===== src/rtl/rv32i_pkg.sv =====
// rtl/rv32i_pkg.sv - shared RV32I constants and fetch-state encoding
package rv32i_pkg;

    localparam logic [31:0] NOP_INSN = 32'h00000013;
    localparam int          PC_STEP  = 4;

    typedef enum logic [1:0] {
        IDLE  = 2'd0,
        FETCH = 2'd1,
        FULL  = 2'd2,
        DROP  = 2'd3
    } fetch_state_e;

endpackage


===== src/rtl/fetch_skid_buf.sv =====
// rtl/fetch_skid_buf.sv - one-entry {ins, pc} holding buffer for acked fetches
module fetch_skid_buf
    import rv32i_pkg::*;
#(
    parameter int PC_W = 8
) (
    input  logic            clk,
    input  logic            rst,
    input  logic            load,
    input  logic            pop,
    input  logic            flush,
    input  logic [31:0]     ins_in,
    input  logic [PC_W-1:0] pc_in,
    output logic            valid,
    output logic [31:0]     ins,
    output logic [PC_W-1:0] pc
);

    logic            valid_q, valid_d;
    logic [31:0]     ins_q, ins_d;
    logic [PC_W-1:0] pc_q, pc_d;

    always_comb begin
        valid_d = valid_q;
        ins_d   = ins_q;
        pc_d    = pc_q;
        if (flush) begin
            valid_d = 1'b0;
        end else if (load) begin
            valid_d = 1'b1;
            ins_d   = ins_in;
            pc_d    = pc_in;
        end else if (pop) begin
            valid_d = 1'b0;
        end
    end

    always_ff @(posedge clk) begin
        if (rst) begin
            valid_q <= 1'b0;
            ins_q   <= NOP_INSN;
            pc_q    <= '0;
        end else begin
            valid_q <= valid_d;
            ins_q   <= ins_d;
            pc_q    <= pc_d;
        end
    end

    assign valid = valid_q;
    assign ins   = ins_q;
    assign pc    = pc_q;

endmodule


===== src/rtl/fetch_ctrl.sv =====
// rtl/fetch_ctrl.sv - fetch PC sequencer with IMEM req/ack handshake and IF/ID register
module fetch_ctrl
    import rv32i_pkg::*;
#(
    parameter int              PC_W     = 8,
    parameter logic [PC_W-1:0] RESET_PC = '0
) (
    input  logic            clk,
    input  logic            rst,
    input  logic            stall_f,
    input  logic            stall_d,
    input  logic            redirect,
    input  logic [PC_W-1:0] redirect_pc,
    output logic            imem_req,
    output logic [PC_W-1:0] imem_addr,
    input  logic            imem_ack,
    input  logic [31:0]     imem_rdata,
    output logic [PC_W-1:0] pc_f,
    output logic [31:0]     ins_d,
    output logic [PC_W-1:0] pc_d,
    output logic [PC_W-1:0] pc_next_d,
    output logic            valid_d
);

    fetch_state_e    state_q, state_d;
    logic [PC_W-1:0] pc_f_q, pc_f_d;
    logic [PC_W-1:0] imem_addr_q, imem_addr_d;
    logic [31:0]     ins_d_q, ins_d_d;
    logic [PC_W-1:0] pc_d_q, pc_d_d;
    logic [PC_W-1:0] pc_next_d_q, pc_next_d_d;
    logic            valid_d_q, valid_d_d;

    logic            buf_load, buf_pop, buf_flush, buf_valid;
    logic [31:0]     buf_ins;
    logic [PC_W-1:0] buf_pc;
    logic [PC_W-1:0] pc_inc;

    assign pc_inc = pc_f_q + PC_W'(PC_STEP);

    fetch_skid_buf #(.PC_W(PC_W)) u_skid (
        .clk    (clk),
        .rst    (rst),
        .load   (buf_load),
        .pop    (buf_pop),
        .flush  (buf_flush),
        .ins_in (imem_rdata),
        .pc_in  (imem_addr_q),
        .valid  (buf_valid),
        .ins    (buf_ins),
        .pc     (buf_pc)
    );

    // A started request stays up until acked, whatever the hazard inputs do.
    always_comb begin
        state_d     = state_q;
        pc_f_d      = pc_f_q;
        imem_addr_d = imem_addr_q;
        buf_load    = 1'b0;
        buf_pop     = 1'b0;
        buf_flush   = 1'b0;
        case (state_q)
            IDLE: begin
                if (redirect) begin
                    pc_f_d = redirect_pc;
                end else if (!stall_f) begin
                    state_d     = FETCH;
                    imem_addr_d = pc_f_q;
                end
            end
            FETCH: begin
                if (redirect) begin
                    pc_f_d  = redirect_pc;
                    state_d = imem_ack ? IDLE : DROP;
                end else if (imem_ack) begin
                    pc_f_d = pc_inc;
                    if (stall_d) begin
                        buf_load = 1'b1;
                        state_d  = FULL;
                    end else if (stall_f) begin
                        state_d = IDLE;
                    end else begin
                        imem_addr_d = pc_inc;
                    end
                end
            end
            FULL: begin
                if (redirect) begin
                    buf_flush = 1'b1;
                    pc_f_d    = redirect_pc;
                    state_d   = IDLE;
                end else if (!stall_d) begin
                    buf_pop = 1'b1;
                    if (stall_f) begin
                        state_d = IDLE;
                    end else begin
                        state_d     = FETCH;
                        imem_addr_d = pc_f_q;
                    end
                end
            end
            DROP: begin
                if (redirect) begin
                    pc_f_d = redirect_pc;
                end
                if (imem_ack) begin
                    if (stall_f || redirect) begin
                        state_d = IDLE;
                    end else begin
                        state_d     = FETCH;
                        imem_addr_d = pc_f_q;
                    end
                end
            end
            default: state_d = IDLE;
        endcase
    end

    always_comb begin
        ins_d_d     = ins_d_q;
        pc_d_d      = pc_d_q;
        pc_next_d_d = pc_next_d_q;
        valid_d_d   = valid_d_q;
        if (redirect) begin
            valid_d_d = 1'b0;
            ins_d_d   = NOP_INSN;
        end else if (!stall_d) begin
            if (state_q == FETCH && imem_ack) begin
                valid_d_d   = 1'b1;
                ins_d_d     = imem_rdata;
                pc_d_d      = imem_addr_q;
                pc_next_d_d = imem_addr_q + PC_W'(PC_STEP);
            end else if (state_q == FULL && buf_valid) begin
                valid_d_d   = 1'b1;
                ins_d_d     = buf_ins;
                pc_d_d      = buf_pc;
                pc_next_d_d = buf_pc + PC_W'(PC_STEP);
            end else begin
                valid_d_d = 1'b0;
                ins_d_d   = NOP_INSN;
            end
        end
    end

    always_ff @(posedge clk) begin
        if (rst) begin
            state_q     <= IDLE;
            pc_f_q      <= RESET_PC;
            imem_addr_q <= '0;
            ins_d_q     <= NOP_INSN;
            pc_d_q      <= '0;
            pc_next_d_q <= '0;
            valid_d_q   <= 1'b0;
        end else begin
            state_q     <= state_d;
            pc_f_q      <= pc_f_d;
            imem_addr_q <= imem_addr_d;
            ins_d_q     <= ins_d_d;
            pc_d_q      <= pc_d_d;
            pc_next_d_q <= pc_next_d_d;
            valid_d_q   <= valid_d_d;
        end
    end

    assign imem_req  = (state_q == FETCH) || (state_q == DROP);
    assign imem_addr = imem_addr_q;
    assign pc_f      = pc_f_q;
    assign ins_d     = ins_d_q;
    assign pc_d      = pc_d_q;
    assign pc_next_d = pc_next_d_q;
    assign valid_d   = valid_d_q;

endmodule


===== config.mk =====
export PLATFORM = sky130hd
export DESIGN_NAME = fetch_ctrl
export DESIGN_NICKNAME = d
export VERILOG_FILES = /design/src/rtl/rv32i_pkg.sv /design/src/rtl/fetch_skid_buf.sv /design/src/rtl/fetch_ctrl.sv
export SDC_FILE = /design/constraint.sdc
export NUM_CORES = 1
export LEC_CHECK = 0
export ABC_AREA = 1
export ABC_CLOCK_PERIOD_IN_PS = 2950
export BUFFER_PORTS_ARGS = -buffer_cell sky130_fd_sc_hd__buf_4
export CAP_MARGIN = 25
export CORE_MARGIN = 2
export CORE_UTILIZATION = 40
export CTS_BUF_LIST = sky130_fd_sc_hd__clkbuf_4
export CTS_CLUSTER_DIAMETER = 60
export DETAILED_ROUTE_END_ITERATION = 6
export GPL_ROUTABILITY_DRIVEN = 0
export GPL_TIMING_DRIVEN = 1
export SYNTH_ARGS = -nofsm -noshare
export SYNTH_HDL_FRONTEND = slang
export SYNTH_HIERARCHICAL = 1
export SYNTH_SLANG_ARGS = --single-unit

===== constraint.sdc =====
create_clock -name clk -period 2.95 [get_ports clk]
set_input_delay 0.295 -clock clk [delete_from_list [all_inputs] [get_ports clk]]
set_output_delay 0.295 -clock clk [all_outputs]
set_load 0.1 [all_outputs]

; Yosys cells after proc, flatten, opt, wreduce, memory -nomap -nowiden
; Cells that the tools add are included.
[word_totals]
output_inout_bits = 66
ff_bits = 108
elab_cells = 95
in_bits = 46
[classes]
addsub = 3
n_eq_ne = 17
n_reduce_logical = 15
bitwise = 3
muxes = 47
[ops]
columns = op, count
row1 = 8-bit two-way mux, 17
row2 = 32-bit two-way mux, 2
row3 = 8-bit one-hot mux with 4 select lines, 1
row4 = "8-bit by 3-bit adder with 8-bit output, second input constant", 3
row5 = 2-bit two-way mux, 10
row6 = "2-bit != test, second input constant", 10
row7 = 8-bit one-hot mux with 2 select lines, 1
row8 = 1-bit two-way mux, 15
row9 = 9-bit AND reduction, 1
row10 = 2-bit one-hot mux with 4 select lines, 1
row11 = "3-bit != test, second input constant", 2
row12 = 6-bit AND reduction, 1
row13 = "2-bit == test, second input constant", 2
row14 = "4-bit != test, second input constant", 1
row15 = 2-bit AND reduction, 2
row16 = 2-bit nonzero test, 2
row17 = 2-bit OR reduction, 2
row18 = 1-bit NOT, 3
row19 = 3-bit AND reduction, 1
row20 = 3-bit OR reduction, 1
row21 = "2-bit by 1-bit == test with 1-bit output, second input constant", 1
row22 = 1-bit logical AND, 2
row23 = 2-bit zero test, 1
row24 = 1-bit logical OR, 2
row25 = "2-bit by 1-bit != test with 1-bit output, second input constant", 1

; Logic depth before layout (Yosys ltp)
; Gate-level depths: netlist of the first run.
[logic_depth]
depth_word = 6
ltp_mapped = 10
mapped_depth_nobuf = 10

; Modules after synthesis
; Netlist of the first run, hierarchy kept.
[by_module_without_submodules]
columns = mod, seq_area_each_um2, cells_each, n_inst, area_per_inst_um2
row1 = fetch_ctrl, 1301.2, 468, 1, 3328.2
row2 = fetch_skid_buf, 820.8, 260, 1, 1844.3

; Worst setup path after synthesis of the first run
; OpenSTA, ideal clock, no wires.
[synth_path]
path_kind = register to register
startpoint = reg pc_f_q[2], in the netlist pc_f[2]
endpoint = reg imem_addr_q[6], in the netlist imem_addr[6]
t_required_ps = 2835
t_arrival_ps = 1895
path_stages_with_launch = 7
setup_ps = 115
setup_slack_ps = 940
n_path_buf = 0
period_less_slack_ps = 2010
path_cell_list = dfxtp_1 -> ha_1 -> nand3_1 -> xor2_1 -> nand2_1 -> o21ai_0 -> o21a_1
[synth_via]
elab_chain_len = 6
[synth_rtl]
columns = element, line_no
row1 = from (decl), fetch_ctrl.sv:26  ; logic [PC_W-1:0] pc_f_q, pc_f_d;
row2 = from (signal assigned), fetch_ctrl.sv:155  ; pc_f_q <= pc_f_d;
row3 = 8-bit by 3-bit adder with 8-bit output, fetch_ctrl.sv:38  ; assign pc_inc = pc_f_q + PC_W'(PC_STEP);
row4 = 8-bit two-way mux, fetch_ctrl.sv:79  ; end else if (stall_f) begin
row5 = 8-bit two-way mux, fetch_ctrl.sv:76  ; if (stall_d) begin
row6 = 8-bit two-way mux, fetch_ctrl.sv:74  ; end else if (imem_ack) begin
row7 = 8-bit two-way mux, fetch_ctrl.sv:71  ; if (redirect) begin
row8 = 8-bit one-hot mux with 4 select lines, fetch_ctrl.sv:61  ; case (state_q)
row9 = to (signal assigned), fetch_ctrl.sv:156  ; imem_addr_q <= imem_addr_d;
row10 = to (decl), fetch_ctrl.sv:27  ; logic [PC_W-1:0] imem_addr_q, imem_addr_d;
; Every way passes these cells. The select of a mux whose other input is x is not followed.
; A chain may end at the register's enable or synchronous reset.

; Worst setup path in the final report of the first run
[layout_path]
startpoint = reg state_q[0]
endpoint = reg ins_d_q[12], in the netlist ins_d[12]
[layout_via]
elab_chain_len = 4
elab_cells_between_ends = 6
classes_between = eq/ne (2) / mux (2) / reduce/logical (2)
[layout_rtl]
columns = element, line_no
row1 = from (decl), fetch_ctrl.sv:25  ; fetch_state_e state_q, state_d;
row2 = from (signal assigned), fetch_ctrl.sv:154  ; state_q <= state_d;
row3 = 2-bit == test, fetch_ctrl.sv:132  ; end else if (state_q == FULL && buf_valid) begin
row4 = 1-bit logical AND, fetch_ctrl.sv:132
row5 = 32-bit two-way mux, fetch_ctrl.sv:132
row6 = 32-bit two-way mux *, fetch_ctrl.sv:127  ; if (state_q == FETCH && imem_ack) begin
row7 = to (signal assigned), fetch_ctrl.sv:157  ; ins_d_q <= ins_d_d;
row8 = to (decl), fetch_ctrl.sv:28  ; logic [31:0] ins_d_q, ins_d_d;
; Every way passes the cells marked *; elsewhere a longest branch is shown, timed or not.

==> results of run 1 <==
==> per-layer routing <==
metal | vias up | GRT usage (%) | share of wire [%]
li1 | 2449 | - | -
met1 | 2157 | 25.6 | 48
met2 | 134 | 28.8 | 44
met3 | 21 | 3.78 | 5.4
met4 | 0 | 8.21 | 2.7
met5 | - | 0 | 0
==> cell type report <==
type | instances | area, sq um | share of cell area, %
inverters | 101 | 379 | 6.25
clock buffers | 11 | 82.6 | 1.36
clock inverters | 5 | 31.3 | 0.515
multi-input cells | 472 | 2360 | 38.9
flip-flops and latches | 106 | 2120 | 35.0
well taps | 172 | 215 | 3.55
repair buffers | 117 | 878 | 14.5
==> cells by family after synthesis <==
kind of cell               count (synthesis)
and+or+nand+nor                          366
buffers and inverters                    150
DFF                                      106
AOI/OAI and AO/OA                         99
xor gates and xnor gates                   5
muxes                                      1
adders and majority gates                  1
==> power by group <==
| part | switching, mW | total [mW] | internal [mW] |
|---|---|---|---|
| Combinational | 1.48 | 1.93 | 0.459 |
| Sequential | 0.176 | 1.77 | 1.59 |
| Clock | 0.472 | 0.663 | 0.191 |
==> critical path: stages, from the launching register on <==
cell	delay, ns
dfxtp_1	0.66
nand3_4	0.35
inv_1	0.45
buf_4	0.32
nand2_1	0.09
nand3_1	0.10
o211ai_1	0.09
inv_1	0.08
==> metrics by stage <==
step                      area, sq um  std cells
final                            6070        984
after global routing             6070        984
after CTS                        6070        984
after detailed placement         5950        968
after global placement           5950        968
after floorplan                  5170        728
==> layout by cell type (no fill, tap or decap), drive strengths merged <==
| cell | count |
|---|---|
| nand2 | 160 |
| buf | 117 |
| nor2 | 111 |
| dfxtp | 106 |
| inv | 101 |
| nand3 | 87 |
| o21ai | 39 |
| o211ai | 29 |
| a21oi | 20 |
| clkbuf | 11 |
| clkinv | 5 |
| nand4 | 4 |
| xor2 | 4 |
| a31oi | 3 |
| o221ai | 3 |
| o21a | 2 |
| nor3 | 2 |
| a211oi | 1 |
| mux2i | 1 |
| nor4 | 1 |
| or2 | 1 |
| o211a | 1 |
| a21boi | 1 |
| xnor2 | 1 |
| ha | 1 |
==> path summary, 6_finish.rpt <==
kind | endpoint | slack (ns) | cells after the start
max | ins_d[12] | 0.77 | 7
min | pc_f[0] | 0.04 | 3
max reg2reg | ins_d[12] | 0.77 | 7
min reg2reg | u_skid/valid | 0.49 | 2
==> flip-flops by register name (all words and copies together), names as in the netlist <==
name / count
state_q: 2
imem_addr: 8
u_skid/pc: 8
pc_f: 8
u_skid/ins: 32
valid_d: 1
pc_d: 8
pc_next_d: 6
ins_d: 32
u_skid/valid: 1
==> key figures, run 1 <==
Timing
  • Unrepaired setup endpoints after global routing: false
  • Clock Skews: 0.0203 ns
  • Final critical-path required period: 2.18 ns
  • Final setup TNS: 0 ns
  • Max Clk Rate: 459 MHz
  • Fin. max-slew vios: 0
  • Measured slew at the worst slew-check pin: 0.827 ns
  • Hold_ws: 0.0404 ns
  • Slew headroom: 44.8%
  • Fin. Hold Viols: 0
  • Fin crit share: 73.8%
  • # setup viols final: 0
  • Final Worst Setup Slack: 0.772 ns

Yosys
  • Simple-Gate Fraction of Synth Area: 32.3%
  • Gate Count Post-Synth: 728
  • Yosys Warn Count: 6
  • Async SR Flop Fraction: 0%
  • FF+latch count, synth: 106
  • Dominant cell type by area after synthesis: dfxtp_1
  • Post-synth top flop: dfxtp_1
  • Post-synthesis xor/xnor area fraction: 0.847%
  • Main area contributors after synthesis: dfxtp_1 (41%), nand2_1 (11%), nor2_1 (7.5%)
  • Post-Syn Nets: 775
  • Compound-Gate Fraction of Synth Area: 11.9%
  • Syn Std Cell Area: 0.00517 sq mm
  • Post-synth EDFFs: 0
  • Synth top cells by count: nand2_1 (152), dfxtp_1 (106), nor2_1 (103), inv_1 (94), nand3_1 (71)
  • Post-Synth Adder-Cell Area: 0.242%
  • Post-synthesis mux area share: 0.194%
  • Top-count cell post-synth: nand2_1
  • Synth top area share: 41.0%
  • Post-synthesis cell type count: 40
  • Sequential share of the synthesized area: 41.0%
  • Main combinational cell family by area after synthesis: simple AND/OR/NAND/NOR gates
  • Synthesized area per cell: 7.11 sq um

Finish
  • Area Overhead vs Synth: 17.3%
  • Fin nets: 854
  • Share of cells above drive strength 1: 21.9%
  • Layout fillers: 1289
  • Antenna Cells: 0
  • Util after Layout: 48.1%

GRT
  • Global Route Usage Sum: 18.8%
  • Vias in the first global route: 4235
  • Pin count of the biggest net entering global routing: 43
  • Grt ovf: 0
  • First-pass GRT wire length: 21400 um
  • Initial antenna violation count: 0

Route
  • Iteration-0 DRC Markers: 427
  • Routed len/inst: 13.1 um
  • DRC errors left: 0
  • Vias per cell: 4.84
  • WL final: 12900 um
  • Vias after detailed routing: 4761
  • Antenna violation net count after detailed routing: 0
  • First-pass DRT Iterations: 5

Floorplanning
  • Die Span Y: 118 um
  • Initial core utilization: 41.0%
  • Die X: 118 um
  • Core area: 0.0126 sq mm
  • FP Rows: 41
  • Ports: 112
  • Die ar.: 0.0139 sq mm

Worst setup path
  • Reg2reg start: state_q[0]
  • CP required: 3.38 ns
  • CP arrival: 2.60 ns
  • Setup crit start kind: flop
  • WS Path Type: reg -> reg
  • Peak fanout along the critical path: 19
  • Crit end category: flop
  • Critical path startpoint: state_q[0]

Clock network
  • Clock net sink count: 106
  • Clock slew at reported path FFs: 0.15 ns
  • Post-CTS sizing: 0
  • CTS tree: done
  • H-tree depth: 3
  • CTS Buf Count: 9
  • Post-CTS Repair Setup Buffers: 0
  • Clk root buf: clkbuf_4
  • Clock Tree Buf Depth: 2
  • Post-cts hold buffer count: 0
  • Skew-Pair Late Insertion Delay: 0.48 ns

Placed design
  • Number of port buffers: 111
  • Placement Setup Slack: 0.829 ns
  • DP Wirelength: 8920 um

Power and ir drop
  • P_leak: 2.88 nW
  • Total power: 4.36 mW
  • Pwr Density: 719 mW/mm^2
  • Peak VDD IR: 0.000700 V

Flow run
  • Max-cap viol count: 0

Worst hold path
  • Worst Hold Class: in -> reg
  • Min-delay src: redirect_pc[0]

Status
  • Outcome: finished, final reports clean
(Power assumes the default switching activity.)
==> run 2: changes to the inputs <==
Settings changed: ABC_CLOCK_PERIOD_IN_PS 2950 to 2250.
Clock period 2.95 ns to 2.25 ns, I/O delays scaled along.
==> run 2 against run 1 <==
Net effect:
- sequential share of layout area is 0.71 points lower
- combinational power increased by 35%
- final area grew 2.1%
- clock skew hardly changed
- count of clock-buffer cells in the layout shrank 2
- hold slack worse by 0.016 ns
- total power grew 36%
==> key figures, run 2 (synthesized netlist as in run 1, its figures left out) <==
Worst setup path
  • Peak fanout along the critical path: 42 (+23)
  • CP required: 2.62 ns (-0.76 ns)
  • Setup crit start kind: flop
  • Crit end category: flop
  • WS Path Type: reg -> reg
  • CP arrival: 2.28 ns (-0.32 ns)

Floorplanning
  • FP Rows: 41 (unchanged)
  • Die ar.: 0.0139 sq mm (unchanged)
  • Die X: 118 um (unchanged)
  • Die Span Y: 118 um (unchanged)
  • Initial core utilization: 41.0% (unchanged)
  • Ports: 112 (unchanged)
  • Core area: 0.0126 sq mm (unchanged)

Route
  • First-pass DRT Iterations: 5 (unchanged)
  • Routed len/inst: 13.2 um (+0.70%)
  • Iteration-0 DRC Markers: 351 (-18%)
  • Vias after detailed routing: 4755 (-0.13%)
  • WL final: 13000 um (+1.2%)
  • DRC errors left: 0 (unchanged)
  • Antenna violation net count after detailed routing: 0 (unchanged)
  • Vias per cell: 4.81 (-0.63%)

Timing
  • Fin crit share: 85.0% (+11 points)
  • Unrepaired setup endpoints after global routing: false
  • Fin. max-slew vios: 0 (unchanged)
  • Slew headroom: 42.5% (-2.2 points)
  • Final critical-path required period: 1.91 ns (-0.266 ns)
  • Clock Skews: 0.0208 ns (+0.000481 ns)
  • # setup viols final: 0 (unchanged)
  • Fin. Hold Viols: 0 (unchanged)
  • Measured slew at the worst slew-check pin: 0.861 ns (+0.0333 ns)
  • Final setup TNS: 0 ns (unchanged)
  • Max Clk Rate: 523 MHz (+14%)

Clock network
  • H-tree depth: 3 (unchanged)
  • Clock net sink count: 106 (unchanged)
  • CTS Buf Count: 9 (unchanged)
  • Post-CTS Repair Setup Buffers: 0 (unchanged)
  • Clock slew at reported path FFs: 0.15 ns (about the same)
  • Clock Tree Buf Depth: 2 (unchanged)
  • Post-CTS sizing: 0 (unchanged)
  • Clk root buf: clkbuf_4
  • CTS tree: done
  • Post-cts hold buffer count: 6 (+6)
  • Skew-Pair Late Insertion Delay: 0.49 ns (about the same)

Power and ir drop
  • Power Internal: 3.16 mW (+41%)
  • Switching power: 2.79 mW (+32%)
  • Switching part of the total: 46.9% (-1.7 points)
  • P_leak: 2.92 nW (+1.6%)
  • Pwr Density: 961 mW/mm^2 (+34%)
  • Comb power frac: 43.7% (-0.6 points)
  • Sequential power share: 38.5% (-2.0 points)
  • Peak VDD IR: 0.000868 V (+24%)
  • Clock power share: 17.8% (+2.6 points)
  • Total power: 5.96 mW (+36%)

Flow run
  • Max-cap viol count: 0 (unchanged)

Placed design
  • Area after DPL: 0.00599 sq mm (+0.55%)
  • Number of port buffers: 111 (unchanged)
  • DP Wirelength: 8970 um (+0.60%)

Finish
  • Antenna Cells: 0 (unchanged)
  • Design area: 0.00619 sq mm (+2.1%)
  • Layout fillers: 1305 (+1.2%)
  • Fin nets: 861 (+0.82%)
  • Most common cell after layout, fill and taps aside: nand2_1
  • Share of cells above drive strength 1: 21.7% (-0.26 points)
  • Commonest cells after routing, fill and taps aside: nand2_1 (152), buf_4 (116), dfxtp_1 (106), nor2_1 (101), inv_1 (94)
  • Area Overhead vs Synth: 19.8%

GRT
  • First-pass GRT wire length: 22200 um (+3.7%)
  • Grt ovf: 0 (unchanged)
  • Pin count of the biggest net entering global routing: 43 (unchanged)
  • Vias in the first global route: 4533 (+7.0%)
  • Initial antenna violation count: 0 (unchanged)
  • Global Route Usage Sum: 19.6% (+0.82 points)

Worst hold path
  • Worst Hold Class: in -> reg

Status
  • Outcome: finished, final reports clean
run 2: worst max-delay path, stage by stage (launching register included):
cell,delay [ns]
dfxtp_1,0.46
inv_1,0.08
nand2_1,0.12
nor2_1,0.12
inv_2,0.65
nand2_1,0.20
nand2_1,0.12
nand3_1,0.06
run 2: power groups by stage:
stage               logic [mW]  registers, mW  clock network (mW)
floorplan                 1.27           3.19                   0
global placement          2.58           2.33                   0
detailed placement        2.61           2.33                   0
CTS                       2.62           2.30                1.10
global route              2.82           2.33                1.19
finish                    2.60           2.29                1.06
run 2: layout make-up:
class | count | area [sq um] | area share (%)
Multi-Input combinational cell | 472 | 2360 | 38.1
Sequential cell | 106 | 2120 | 34.3
Timing Repair Buffer | 124 | 971 | 15.7
Inverter | 101 | 379 | 6.12
Tap cell | 172 | 215 | 3.47
Clock inverter | 5 | 80.1 | 1.29
Clock buffer | 9 | 67.6 | 1.09
run 2: worst paths after layout:
path | start | end | slack, ns | cells after the start
worst max-delay path | state_q[0] | u_skid/ins[0] | 0.34 | 7
worst max register to register | state_q[0] | u_skid/ins[0] | 0.34 | 7
worst min register to register | u_skid/ins[4] | u_skid/ins[4] | 0.50 | 2
worst min-delay path | redirect_pc[3] | pc_f[3] | 0.02 | 3
run 2: metal layers:
metal	track usage [%]	vias to the layer above	share of wire (%)
met5	0	-	0
met4	8.13	0	1.9
li1	-	2463	-
met2	31.1	123	46
met3	3.78	14	5.0
met1	26.1	2155	47
run 2: metrics by stage:
step                utilization [%]  setup slack, ns  hold slack [ns]  cells
floorplan                         -            0.240            0.360    728
global placement               47.4            0.417            0.451    969
detailed placement             47.4            0.352            0.458    969
CTS                            49.1            0.359          0.00172    989
global route                   49.1            0.123          0.00438    989
finish                         49.1            0.338           0.0249    989
==> run 3: changes to the inputs <==
Settings changed: ABC_CLOCK_PERIOD_IN_PS 2250 to 1500.
Clock period 2.25 ns to 1.5 ns, I/O delays scaled along.
==> run 3 against run 2 <==
Net effect:
- the run now ends with negative setup slack left
- cell count up 8.3%
- die area unchanged
- final area increased by 18%
- sequential power rose by 54%
- register-to-register slack got worse by 0.36 ns
==> key figures, run 3 (synthesized netlist as in run 1, its figures left out) <==
Route
  • Iteration-0 DRC Markers: 418 (+19%)
  • DRC errors left: 0 (unchanged)
  • Metal3 WL: 629 um (-3.1%)
  • WL met2: 7320 um (+21%)
  • Highest Signal Layer: met4
  • First-pass DRT Iterations: 7 (+2)
  • Met1 WL: 7010 um (+15%)
  • WL final: 15300 um (+17%)
  • Routed len/inst: 14.2 um (+8.0%)
  • Vias after detailed routing: 5238 (+10%)
  • Antenna violation net count after detailed routing: 0 (unchanged)
  • Vias per cell: 4.89 (+1.7%)

Power and ir drop
  • P_leak: 3.44 nW (+18%)
  • Total power: 9.78 mW (+64%)
  • Comb power frac: 50.1% (+6.4 points)
  • Sequential power share: 36.1% (-2.4 points)
  • Switching power: 4.64 mW (+66%)
  • Switching part of the total: 47.5% (+0.56 points)
  • Pwr Density: 1340 mW/mm^2 (+39%)
  • Power Internal: 5.14 mW (+62%)
  • Peak VDD IR: 0.00103 V (+19%)
  • Clock power share: 13.9% (-3.9 points)

Placed design
  • DP Wirelength: 9400 um (+4.8%)
  • Number of port buffers: 111 (unchanged)
  • Area after DPL: 0.00621 sq mm (+3.8%)

GRT
  • Initial antenna violation count: 0 (unchanged)
  • Vias in the first global route: 4805 (+6.0%)
  • Global Route Usage Sum: 20.6% (+0.97 points)
  • Grt ovf: 0 (unchanged)
  • First-pass GRT wire length: 23400 um (+5.4%)
  • Pin count of the biggest net entering global routing: 39 (-9.3%)

Timing
  • Clock Skews: 0.0210 ns (+0.000188 ns)
  • Fin. max-slew vios: 0 (unchanged)
  • Slew headroom: 72.3% (+30 points)
  • Max Clk Rate: 645 MHz
  • Unrepaired setup endpoints after global routing: true
  • # setup viols final: 17 (+17)
  • Final Worst Setup Slack: -0.0516 ns (-0.389 ns)
  • Measured slew at the worst slew-check pin: 0.413 ns (-0.447 ns)
  • Fin crit share: 103%
  • Final critical-path required period: 1.55 ns
  • Fin. Hold Viols: 0 (unchanged)

Finish
  • Most common cell after layout, fill and taps aside: nand2_1
  • Sequential cell area: 0.00215 sq mm (+1.5%)
  • Antenna Cells: 0 (unchanged)
  • Area Overhead vs Synth: 41.5%
  • Util after Layout: 58.0% (+8.9 points)
  • Commonest cells after routing, fill and taps aside: nand2_1 (148), buf_4 (138), inv_1 (93), dfxtp_1 (90), nand3_1 (70)
  • Fin nets: 941 (+9.3%)
  • Share of cells above drive strength 1: 31.8% (+10 points)
  • Layout fillers: 1207 (-7.5%)
  • Area of the multi-input gates: 0.00260 sq mm (+10%)
  • Design area: 0.00732 sq mm (+18%)

Worst setup path
  • WS Path Type: in -> reg
  • Peak fanout along the critical path: 10 (-76%)
  • CP arrival: 1.95 ns (-0.33 ns)
  • Setup crit start kind: input port
  • Crit end category: flop
  • CP required: 1.90 ns (-0.72 ns)

Floorplanning
  • FP Rows: 41 (unchanged)
  • Die X: 118 um (unchanged)
  • Ports: 112 (unchanged)
  • Core area: 0.0126 sq mm (unchanged)
  • Initial core utilization: 41.0% (unchanged)
  • Die ar.: 0.0139 sq mm (unchanged)
  • Die Span Y: 118 um (unchanged)

Clock network
  • CTS tree: done
  • Clock Tree Buf Depth: 2 (unchanged)
  • Clock net sink count: 106 (unchanged)
  • Clock slew at reported path FFs: 0.16 ns (about the same)
  • Clk root buf: clkbuf_4
  • CTS Buf Count: 9 (unchanged)
  • H-tree depth: 3 (unchanged)
  • Skew-Pair Late Insertion Delay: 0.51 ns (+0.02 ns)

Status
  • Outcome: complete, but fails checks
  • Failing checks: negative setup slack

Flow run
  • Max-cap viol count: 0 (unchanged)

Worst hold path
  • Worst Hold Class: in -> reg
run 3: worst max-delay path: stages:
cell and delay, ns:
dlygate4sd3_1 0.56, buf_4 0.20, nor2_1 0.36, nor2_2 0.11
nor2_4 0.14, buf_6 0.12, nand3_4 0.11, o21a_1 0.21
run 3: worst paths after layout:
path / endpoint / start / slack, ns / cells past startpoint
worst min-delay path: pc_d[3] / imem_ack / 0.08 / 3
worst max register to register: u_skid/ins[24] / state_q[1] / -0.02 / 9
worst min register to register: u_skid/ins[0] / u_skid/ins[0] / 0.48 / 2
worst max-delay path: imem_addr[6] / stall_d / -0.05 / 8
run 3: what timing repair did:
item | CTS | global route
endpoints found under the hold margin | 72 | 0
setup buffers | 6 | 11
pin swaps | 4 | 46
hold buffers | 46 | 0
gates resized for setup | 15 | 81
cloned | 1 | 5
endpoints found under the setup margin | 60 | 94
run 3: routing by layer:
metal,global-route usage (%),up-vias
met4,9.11,0
met2,33.5,155
met5,0,-
li1,-,2633
met1,26.7,2431
met3,3.49,19
run 3: through the flow:
stage          hold WS (ns)  setup slack [ns]  setup TNS, ns  std cells
5_1_grt              0.0844           -0.0890          -2.91       1071
2_1_floorplan         0.285           0.00114              0        728
6_report             0.0827           -0.0516         -0.231       1071
3_3_place_gp          0.373           -0.0590         -0.260        987
4_1_cts              0.0621          0.000508              0       1055
3_5_place_dp          0.390           -0.0844          -2.10        987
run 3: final cells by class:
cell class                      instances  area share, %
Clock inverter                          5          0.427
Clock buffer                           11           1.13
Inverter                              101           5.49
Sequential cell                       106           29.4
Multi-Input combinational cell        473           35.5
Tap cell                              172           2.94
Timing Repair Buffer                  203           25.1
run 3: power by group through the flow:
stage | registers, mW | clock network, mW | logic, mW
2_1_floorplan | 4.84 | 0 | 1.90
3_3_place_gp | 3.53 | 0 | 4.05
3_5_place_dp | 3.54 | 0 | 4.09
4_1_cts | 3.50 | 1.40 | 4.42
5_1_grt | 3.57 | 1.51 | 5.19
6_report | 3.53 | 1.36 | 4.89
